===== config.mk =====
export PLATFORM = sky130hd
export DESIGN_NAME = lc3_mem_arbiter
export DESIGN_NICKNAME = d
export VERILOG_FILES = /design/src/rtl/lc3_mem_pkg.sv /design/src/rtl/lc3_rr_arbiter.sv /design/src/rtl/lc3_mem_arbiter.sv
export SDC_FILE = /design/constraint.sdc
export NUM_CORES = 1
export LEC_CHECK = 0
export CAP_MARGIN = 10
export CELL_PAD_IN_SITES_DETAIL_PLACEMENT = 1
export CELL_PAD_IN_SITES_GLOBAL_PLACEMENT = 1
export CORE_ASPECT_RATIO = 1.2
export CORE_MARGIN = 5
export CORE_UTILIZATION = 30
export DETAILED_ROUTE_END_ITERATION = 10
export GPL_TIMING_DRIVEN = 0
export PLACE_DENSITY = 0.9
export SYNTH_ARGS = -nofsm -noshare
export SYNTH_HDL_FRONTEND = slang
export SYNTH_SLANG_ARGS = --single-unit

===== constraint.sdc =====
create_clock -name clock -period 5.3 [get_ports clock]
set_clock_uncertainty 0.2 [all_clocks]
set_input_delay 0.53 -clock clock [delete_from_list [all_inputs] [get_ports clock]]
set_output_delay 0.53 -clock clock [all_outputs]
set_load 0.005 [all_outputs]

===== src/rtl/lc3_mem_pkg.sv =====
// rtl/lc3_mem_pkg.sv - shared types and helpers for the LC-3 memory arbiter
package lc3_mem_pkg;

    typedef enum logic [1:0] {
        ARB_IDLE,
        ARB_ISSUE,
        ARB_WAIT,
        ARB_RESP
    } arb_state_e;

    typedef enum logic {
        MEM_RD,
        MEM_WR
    } mem_op_e;

    // Channel index width; a single channel still needs a 1-bit index.
    function automatic int idx_width(input int n);
        return (n > 1) ? $clog2(n) : 1;
    endfunction

endpackage


===== src/rtl/lc3_rr_arbiter.sv =====
// rtl/lc3_rr_arbiter.sv - combinational round-robin pick starting after ptr
module lc3_rr_arbiter
    import lc3_mem_pkg::*;
#(
    parameter int NUM_CH = 2,
    localparam int IDX_W = idx_width(NUM_CH)
) (
    input  logic [NUM_CH-1:0] req,
    input  logic [IDX_W-1:0]  ptr,
    output logic [NUM_CH-1:0] grant,
    output logic [IDX_W-1:0]  grant_idx,
    output logic              any
);

    function automatic int wrap(input int i);
        return (i >= NUM_CH) ? i - NUM_CH : i;
    endfunction

    // Search ptr+1 .. ptr+NUM_CH so the last winner has the lowest priority.
    always_comb begin
        grant     = '0;
        grant_idx = '0;
        any       = 1'b0;
        for (int k = 1; k <= NUM_CH; k++) begin
            if (!any && req[wrap(int'(ptr) + k)]) begin
                any                         = 1'b1;
                grant[wrap(int'(ptr) + k)]  = 1'b1;
                grant_idx                   = IDX_W'(wrap(int'(ptr) + k));
            end
        end
    end

endmodule


===== src/rtl/lc3_mem_arbiter.sv =====
// rtl/lc3_mem_arbiter.sv - N-channel round-robin arbiter onto one fixed-latency memory port
module lc3_mem_arbiter
    import lc3_mem_pkg::*;
#(
    parameter int NUM_CH  = 2,
    parameter int ADDR_W  = 16,
    parameter int DATA_W  = 16,
    parameter int MEM_LAT = 2
) (
    input  logic                     clock,
    input  logic                     reset,
    input  logic [NUM_CH-1:0]        req_valid,
    output logic [NUM_CH-1:0]        req_ready,
    input  logic [NUM_CH-1:0]        req_we,
    input  logic [NUM_CH*ADDR_W-1:0] req_addr,
    input  logic [NUM_CH*DATA_W-1:0] req_wdata,
    output logic [NUM_CH-1:0]        rsp_valid,
    output logic [DATA_W-1:0]        rsp_rdata,
    output logic                     mem_en,
    output logic                     mem_we,
    output logic [ADDR_W-1:0]        mem_addr,
    output logic [DATA_W-1:0]        mem_wdata,
    input  logic [DATA_W-1:0]        mem_rdata,
    input  logic                     mem_rdy
);

    localparam int IDX_W = idx_width(NUM_CH);
    localparam int CNT_W = (MEM_LAT >= 1) ? $clog2(MEM_LAT + 1) : 1;
    localparam logic [CNT_W-1:0] CNT_MAX = CNT_W'(MEM_LAT);

    if (NUM_CH < 1) begin : g_bad_num_ch
        $error("lc3_mem_arbiter: NUM_CH must be >= 1");
    end
    if (MEM_LAT < 1) begin : g_bad_mem_lat
        $error("lc3_mem_arbiter: MEM_LAT must be >= 1");
    end

    arb_state_e        state_q, state_d;
    logic [IDX_W-1:0]  rr_ptr_q;
    logic [IDX_W-1:0]  gnt_idx_q;
    mem_op_e           op_q;
    logic [ADDR_W-1:0] addr_q;
    logic [DATA_W-1:0] wdata_q;
    logic [DATA_W-1:0] rdata_q;
    logic [CNT_W-1:0]  cnt_q;

    logic [NUM_CH-1:0] arb_grant;
    logic [IDX_W-1:0]  arb_idx;
    logic              arb_any;
    logic              wait_done;

    lc3_rr_arbiter #(
        .NUM_CH (NUM_CH)
    ) u_rr_arbiter (
        .req       (req_valid),
        .ptr       (rr_ptr_q),
        .grant     (arb_grant),
        .grant_idx (arb_idx),
        .any       (arb_any)
    );

    assign wait_done = (cnt_q == CNT_MAX) && mem_rdy;

    always_ff @(posedge clock or posedge reset) begin
        if (reset) begin
            state_q <= ARB_IDLE;
        end else begin
            state_q <= state_d;
        end
    end

    always_comb begin
        state_d = state_q;
        case (state_q)
            ARB_IDLE:  if (arb_any) state_d = ARB_ISSUE;
            ARB_ISSUE: state_d = ARB_WAIT;
            ARB_WAIT:  if (wait_done) state_d = ARB_RESP;
            ARB_RESP:  state_d = ARB_IDLE;
            default:   state_d = ARB_IDLE;
        endcase
    end

    // Transaction latch, latency counter and captured read data.
    always_ff @(posedge clock or posedge reset) begin
        if (reset) begin
            rr_ptr_q  <= IDX_W'(NUM_CH - 1);
            gnt_idx_q <= '0;
            op_q      <= MEM_RD;
            addr_q    <= '0;
            wdata_q   <= '0;
            rdata_q   <= '0;
            cnt_q     <= '0;
        end else begin
            case (state_q)
                ARB_IDLE: begin
                    if (arb_any) begin
                        gnt_idx_q <= arb_idx;
                        rr_ptr_q  <= arb_idx;
                        op_q      <= req_we[arb_idx] ? MEM_WR : MEM_RD;
                        addr_q    <= req_addr[arb_idx*ADDR_W +: ADDR_W];
                        wdata_q   <= req_wdata[arb_idx*DATA_W +: DATA_W];
                    end
                end
                ARB_ISSUE: cnt_q <= CNT_W'(1);
                ARB_WAIT: begin
                    if (wait_done) begin
                        rdata_q <= (op_q == MEM_WR) ? '0 : mem_rdata;
                    end else if (cnt_q != CNT_MAX) begin
                        cnt_q <= cnt_q + 1'b1;
                    end
                end
                default: ;
            endcase
        end
    end

    // Grant is Mealy: visible only in the IDLE cycle the handshake completes.
    always_comb begin
        req_ready = '0;
        rsp_valid = '0;
        mem_en    = 1'b0;
        mem_we    = 1'b0;
        case (state_q)
            ARB_IDLE:  req_ready = arb_grant;
            ARB_ISSUE: begin
                mem_en = 1'b1;
                mem_we = (op_q == MEM_WR);
            end
            ARB_RESP:  rsp_valid[gnt_idx_q] = 1'b1;
            default: ;
        endcase
    end

    assign mem_addr  = addr_q;
    assign mem_wdata = wdata_q;
    assign rsp_rdata = rdata_q;

endmodule


Word level (Yosys, flattened, before mapping). Index checks and enable logic that the tools add are counted.

Output and inout bits: 54. Logic and storage cells: 80. Register bits: 55. Bits of input ports: 87.

Add/sub/neg operators: 5. Order comparisons: 9. Bitwise operators: 1. Muxes and demuxes: 34. Shift operators: 2. Reduce and logical (&&, ||, !) cells: 12. Eq/ne operators: 9.

Operator list (count): >= comparator 32 x 1 -> 1 bit (second input constant) (2); >= comparator 32 x 3 -> 1 bit (second input constant) (2); less-than comparator 32 x 3 -> 1 bit (second input constant) (2); 2-to-1 mux 32 bit (2); variable part select 32 x 6 -> 16 bit (2); subtractor 32 x 3 -> 32 bit (second input constant) (2); 2-to-1 mux 1 bit (18); 2-to-1 mux 16 bit (1); 2-to-1 mux 2 bit (8); inequality test 2 bit (second input constant) (5); case mux 2 bit (4 select lines) (1); equality test 2 bit (second input constant) (3); AND reduction 2 bit (3); logical AND 1 bit (5); less-than comparator 1 x 2 -> 1 bit (second input constant) (2); case mux 2 bit (2 select lines) (1); adder 1 x 2 -> 3 bit (second input constant) (1); demux 1 bit (select 1 bit) (3); AND reduction 3 bit (1); adder 1 x 1 -> 2 bit (second input constant) (1); adder 2 x 1 -> 2 bit (second input constant) (1); equality test 2 x 1 -> 1 bit (second input constant) (1); zero test 2 bit (1); bitwise OR 2 bit (1); other kinds (3) (3).

Logic depth before layout (Yosys ltp).
Depth after elaboration: 13. Depth in mapped cells: 7. Depth with buffers taken out: 5.

Cells and area by module. Synthesis repeated with hierarchy kept, for this count alone.

Cells, all modules: 257. Area total of the unflattened synthesis: 2750.1 sq um.

By module, submodules not included: lc3_mem_arbiter (times used 1, seq. area each 1377.6 sq um, cells an instance 252, area each 2717.6 sq um); lc3_rr_arbiter (times used 1, seq. area each 0.0 sq um, cells an instance 5, area each 32.5 sq um).

Least setup slack after synthesis. OpenSTA, ideal clock, no wires.

Path type: input port to output port. Start: input port req_valid[0]. End: output port req_ready[1]. Buffers on the path: 1. Stages on the path: 3. Data arrival time: 1100 ps. Setup slack: 3470 ps. Required time: 4570 ps. Cell sequence: buf_2 > a21boi_4 > and2_1.

Cells in the longest elaborated chain, start to end: 8. Elaborated cells on any way between the ends: 13. Classes of those cells: mux: 10; bitwise: 1; reduce/logical: 2.

Ends and longest elaborated chain: start, declared (line lc3_mem_arbiter.sv:12) `input logic [NUM_CH-1:0] req_valid,`; 2-to-1 mux 1 bit (not written as such) (3 in a row) (line lc3_rr_arbiter.sv:25) `if (!any && req[wrap(int'(ptr) + k)]) begin`; 2-to-1 mux 1 bit (line lc3_rr_arbiter.sv:25); zero test 1 bit (line lc3_rr_arbiter.sv:25); logical AND 1 bit (line lc3_rr_arbiter.sv:25); 2-to-1 mux 2 bit * (line lc3_rr_arbiter.sv:25); 2-to-1 mux 2 bit * (line lc3_mem_arbiter.sv:123) `case (state_q)`; end, declared (line lc3_mem_arbiter.sv:13) `output logic [NUM_CH-1:0] req_ready,`.

Every way passes the cells marked *; elsewhere a longest branch is shown, timed or not. The select of a mux whose other input is x is not followed.

Worst setup path in the final report.
Start: input port req_valid[1]. End: output port req_ready[1].

The elaborated chain is that of the path after synthesis.

==> flow_results.org <==
** Placed design
- Once detailed placement completed, the half-perimeter wirelength came to 7250 µm.
- The congestion estimate from routability-driven global placement came to 0.738.
- During placement, the flow inserted port buffers numbering 139.
- The placed instances occupy a cell area of 4260 µm².

** Clock network
- H-tree Lvls :: 2
- After clock tree synthesis, the repair step resized 0 gates.
- After clock tree synthesis, the clock-pin slew on the worst setup and hold paths is 0.10 ns.
- CTS placed an instance of clkbuf_8 at the clock tree root.
- Setup repair bufs after CTS :: 0
- CTS Sinks :: 55
- Counting the buffers created by CTS gives 5.
- In this run, post-CTS hold repair placed 0 buffers.
- CTS tree :: built
- CTS Buffer Depth :: 2
- Clk Latency, worst-skew pair :: 0.30 ns

** Detailed routing
- Routed length per placed instance :: 16.4 µm
- Detailed routing inserted a total of 2652 vias.
- After the first detailed-routing iteration, the DRC count stood at 28.
- First-pass detailed-route iteration total :: 4
- Number of routed nets with antenna violations :: 0
- Count of unresolved DRC violations after routing :: 0
- For this block, the routed nets add up to 9180 µm of wire.
- Number of vias per cell :: 4.74

** Worst setup path
- Endpoint required time on the critical path :: 4.57 ns
- The largest single stage delay on the critical path is 0.61 ns.
- At the worst endpoint, the arrival time is 2.22 ns.
- Largest fanout of any net on the critical path :: 7
- The setup check on the worst reg-to-reg path leaves a slack of 3.37 ns.
- Most frequent cell on the critical path :: clkdlybuf4s50_1
- Together, buffers and inverters on the worst path number 2.
- Worst R2R Start :: state_q[0]
- Launching element of the worst setup path :: req_valid[1]
- Cell at the slowest stage of the critical path :: clkdlybuf4s50_1
- The setup path with the least slack is of type in2out.
- Among cell families on the critical path, the largest total delay comes from buffers and inverters.
- The worst setup path is captured at a primary output.
- STA classifies the critical path startpoint as an input port.
- The critical path goes through clkdlybuf4s50_1 -> a21boi_4 -> and2_1 -> clkdlybuf4s50_1.

** Yosys
- Counting distinct cell types in the post-synthesis netlist gives 29.
- Gate count of the mapped netlist :: 291
- After synthesis, the mean cell area works out to 9.28 µm².
- Count of yosys warnings during synthesis :: 0
- The share of the Yosys chip area taken by registers is 0.510.
- When the netlist entered floorplanning its net count stood at 383.
- In this run, synthesis produced a sequential element count of 55.
- The synthesized netlist occupies a cell area of 2700 µm².

** Global route
- Number of global-route vias before repair :: 2945
- First-pass GRT wire length :: 14700 µm
- The number of antenna violations at the first check in global routing was 0.
- Maximum number of pins on one net before global-route repair :: 34
- After global routing the overflow that remains totals 0.
- Overall Global Routing Usage :: 0.163

** Floorplan
- Initial core utilization :: 0.302
- Die Width :: 96.6 µm
- Die Outline Area :: 11000 µm²
- The region available for standard cell placement spans 8940 µm².
- The initialized floorplan defines 38 standard-cell rows.
- Die span in y :: 114 µm
- I/O pin cnt :: 141

** Final layout
- 0 antenna diodes ended up in the layout.
- The area growth from synthesis to layout is 61.5%.
- Top library cells by usage in the layout, fill and taps aside :: clkdlybuf4s50_1 (139), dfrtp_1 (54), nand2_1 (52)
- The net count of the finished layout is 530.
- In the final layout, the share of cells above drive strength 1 is 0.137.
- Final cell utilization of the core :: 0.488
- After routing the design area is 4360 µm².
- The library cell used most frequently in the layout, excluding fill and tap cells, is clkdlybuf4s50_1.

** Flow run
- The tool flagged a number of max-cap violations equal to 0.

** STA
- Tightest slew margin relative to the limit :: 0.652
- At the pin with the least slew margin, the transition time is 0.522 ns.
- Setup violations remaining at the end of the flow were counted as 0.
- Derived from the worst setup path, the maximum achievable clock frequency is 338 MHz.
- The number of failing hold endpoints at the final stage was 0.
- Setup repair after global routing left no endpoint under its margin.
- Count of final max-slew check failures :: 0
- Post-route setup TNS :: 0 ns
- Crit share post-route :: 0.558
- Min cycle time layout :: 2.95 ns

** Power
- Standby leakage power :: 1.82 nW
- Dividing total power by cell area gives a power density of 501 nW/µm².
- Peak VDD IR :: 0.206 mV

** Worst hold path
- The worst hold path begins at rsp_rdata[5].
- The path class of the tightest hold or removal check is reg2reg.

** Run status
- The run finished with clean final reports.
## cells in the mapped netlist (all sizes together)
library cell,instances,share of area
a21o,1,0.0028
xor2,1,0.0032
nand2b,16,0.037
a22oi,1,0.0028
o22a,1,0.0032
o21ai,18,0.035
clkbuf,5,0.0074
nand2,52,0.072
ha,5,0.023
nor3,1,0.0019
nor2,35,0.049
a22o,1,0.0032
buf,15,0.042
dfstp,1,0.0097
inv,5,0.0070
nor2b,1,0.0023
a21boi,1,0.0070
mux2,1,0.0042
nand3,1,0.0019
and2,3,0.0070
a21bo,1,0.0037
a31oi,1,0.0023
o21a,1,0.0028
a21oi,69,0.17
dfrtp,54,0.50
## worst paths after layout
kind,end,cells after the start
worst max register to register,rsp_rdata[14],7
worst min-delay path,rsp_rdata[5],2
max in group asynchronous,rr_ptr_q,3
worst max-delay path,req_ready[1],4
worst min register to register,rsp_rdata[5],2
min in group asynchronous,rsp_rdata[3],2
## tightest hold or removal path, cell delays in order, from the launching register on
cell and delay [ns]:
dfrtp_1 0.36, nand2_1 0.05, o21ai_0 0.06
## cell type report
class	count	area (µm²)
buffer	20	133
timing repair buffer	140	1410
clock buffer	8	100
multi-input combinational	211	1170
tap	120	150
fill	1045	4580
sequential	55	1380
inverter	5	18.8
## cell families (layout without fill, tap and decap cells)
| family | Yosys count | count (layout) | share of synthesized area |
|---|---|---|---|
| simple gates | 109 | 109 | 0.171 |
| xor+xnor | 1 | 1 | 0.00324 |
| compound gates | 95 | 95 | 0.232 |
| buf+inv | 25 | 173 | 0.0561 |
| fa+ha+maj | 5 | 5 | 0.0232 |
| flops | 55 | 55 | 0.510 |
| mux | 1 | 1 | 0.00417 |
## power by group
part	leakage (nW)	total (W)	internal (W)	switching (W)
clock network	0.0515	0.000257	0.000120	0.000138
logic	1.12	0.00116	0.000651	0.000514
registers	0.653	0.000763	0.000634	0.000129
## per-layer routing
| metal | up-vias | track usage | share of wire |
|---|---|---|---|
| met5 | - | 0 | 0 |
| met1 | 1303 | 0.181 | 0.39 |
| met3 | 9 | 0.0502 | 0.064 |
| met2 | 90 | 0.308 | 0.53 |
| met4 | 0 | 0.0318 | 0.012 |
| li1 | 1250 | - | - |
## stage by stage
step	hold WS, ns	total power, W	setup WS [ns]	cells
after global placement	0.265	0.00189	2.09	550
after detailed placement	0.274	0.00196	2.34	551
after global routing	0.309	0.00236	2.24	559
final	0.291	0.00218	2.35	559
after CTS	0.297	0.00223	2.32	559
after floorplan	0.264	0.00132	3.23	291
## registers in the layout, indices dropped and copies added, names as in the netlist
signal     flops
cnt_q          2
gnt_idx_q      1
mem_addr      16
mem_wdata     16
op_q           1
rr_ptr_q       1
rsp_rdata     16
state_q        2
Note: power is estimated with default switching activity, not from simulation.
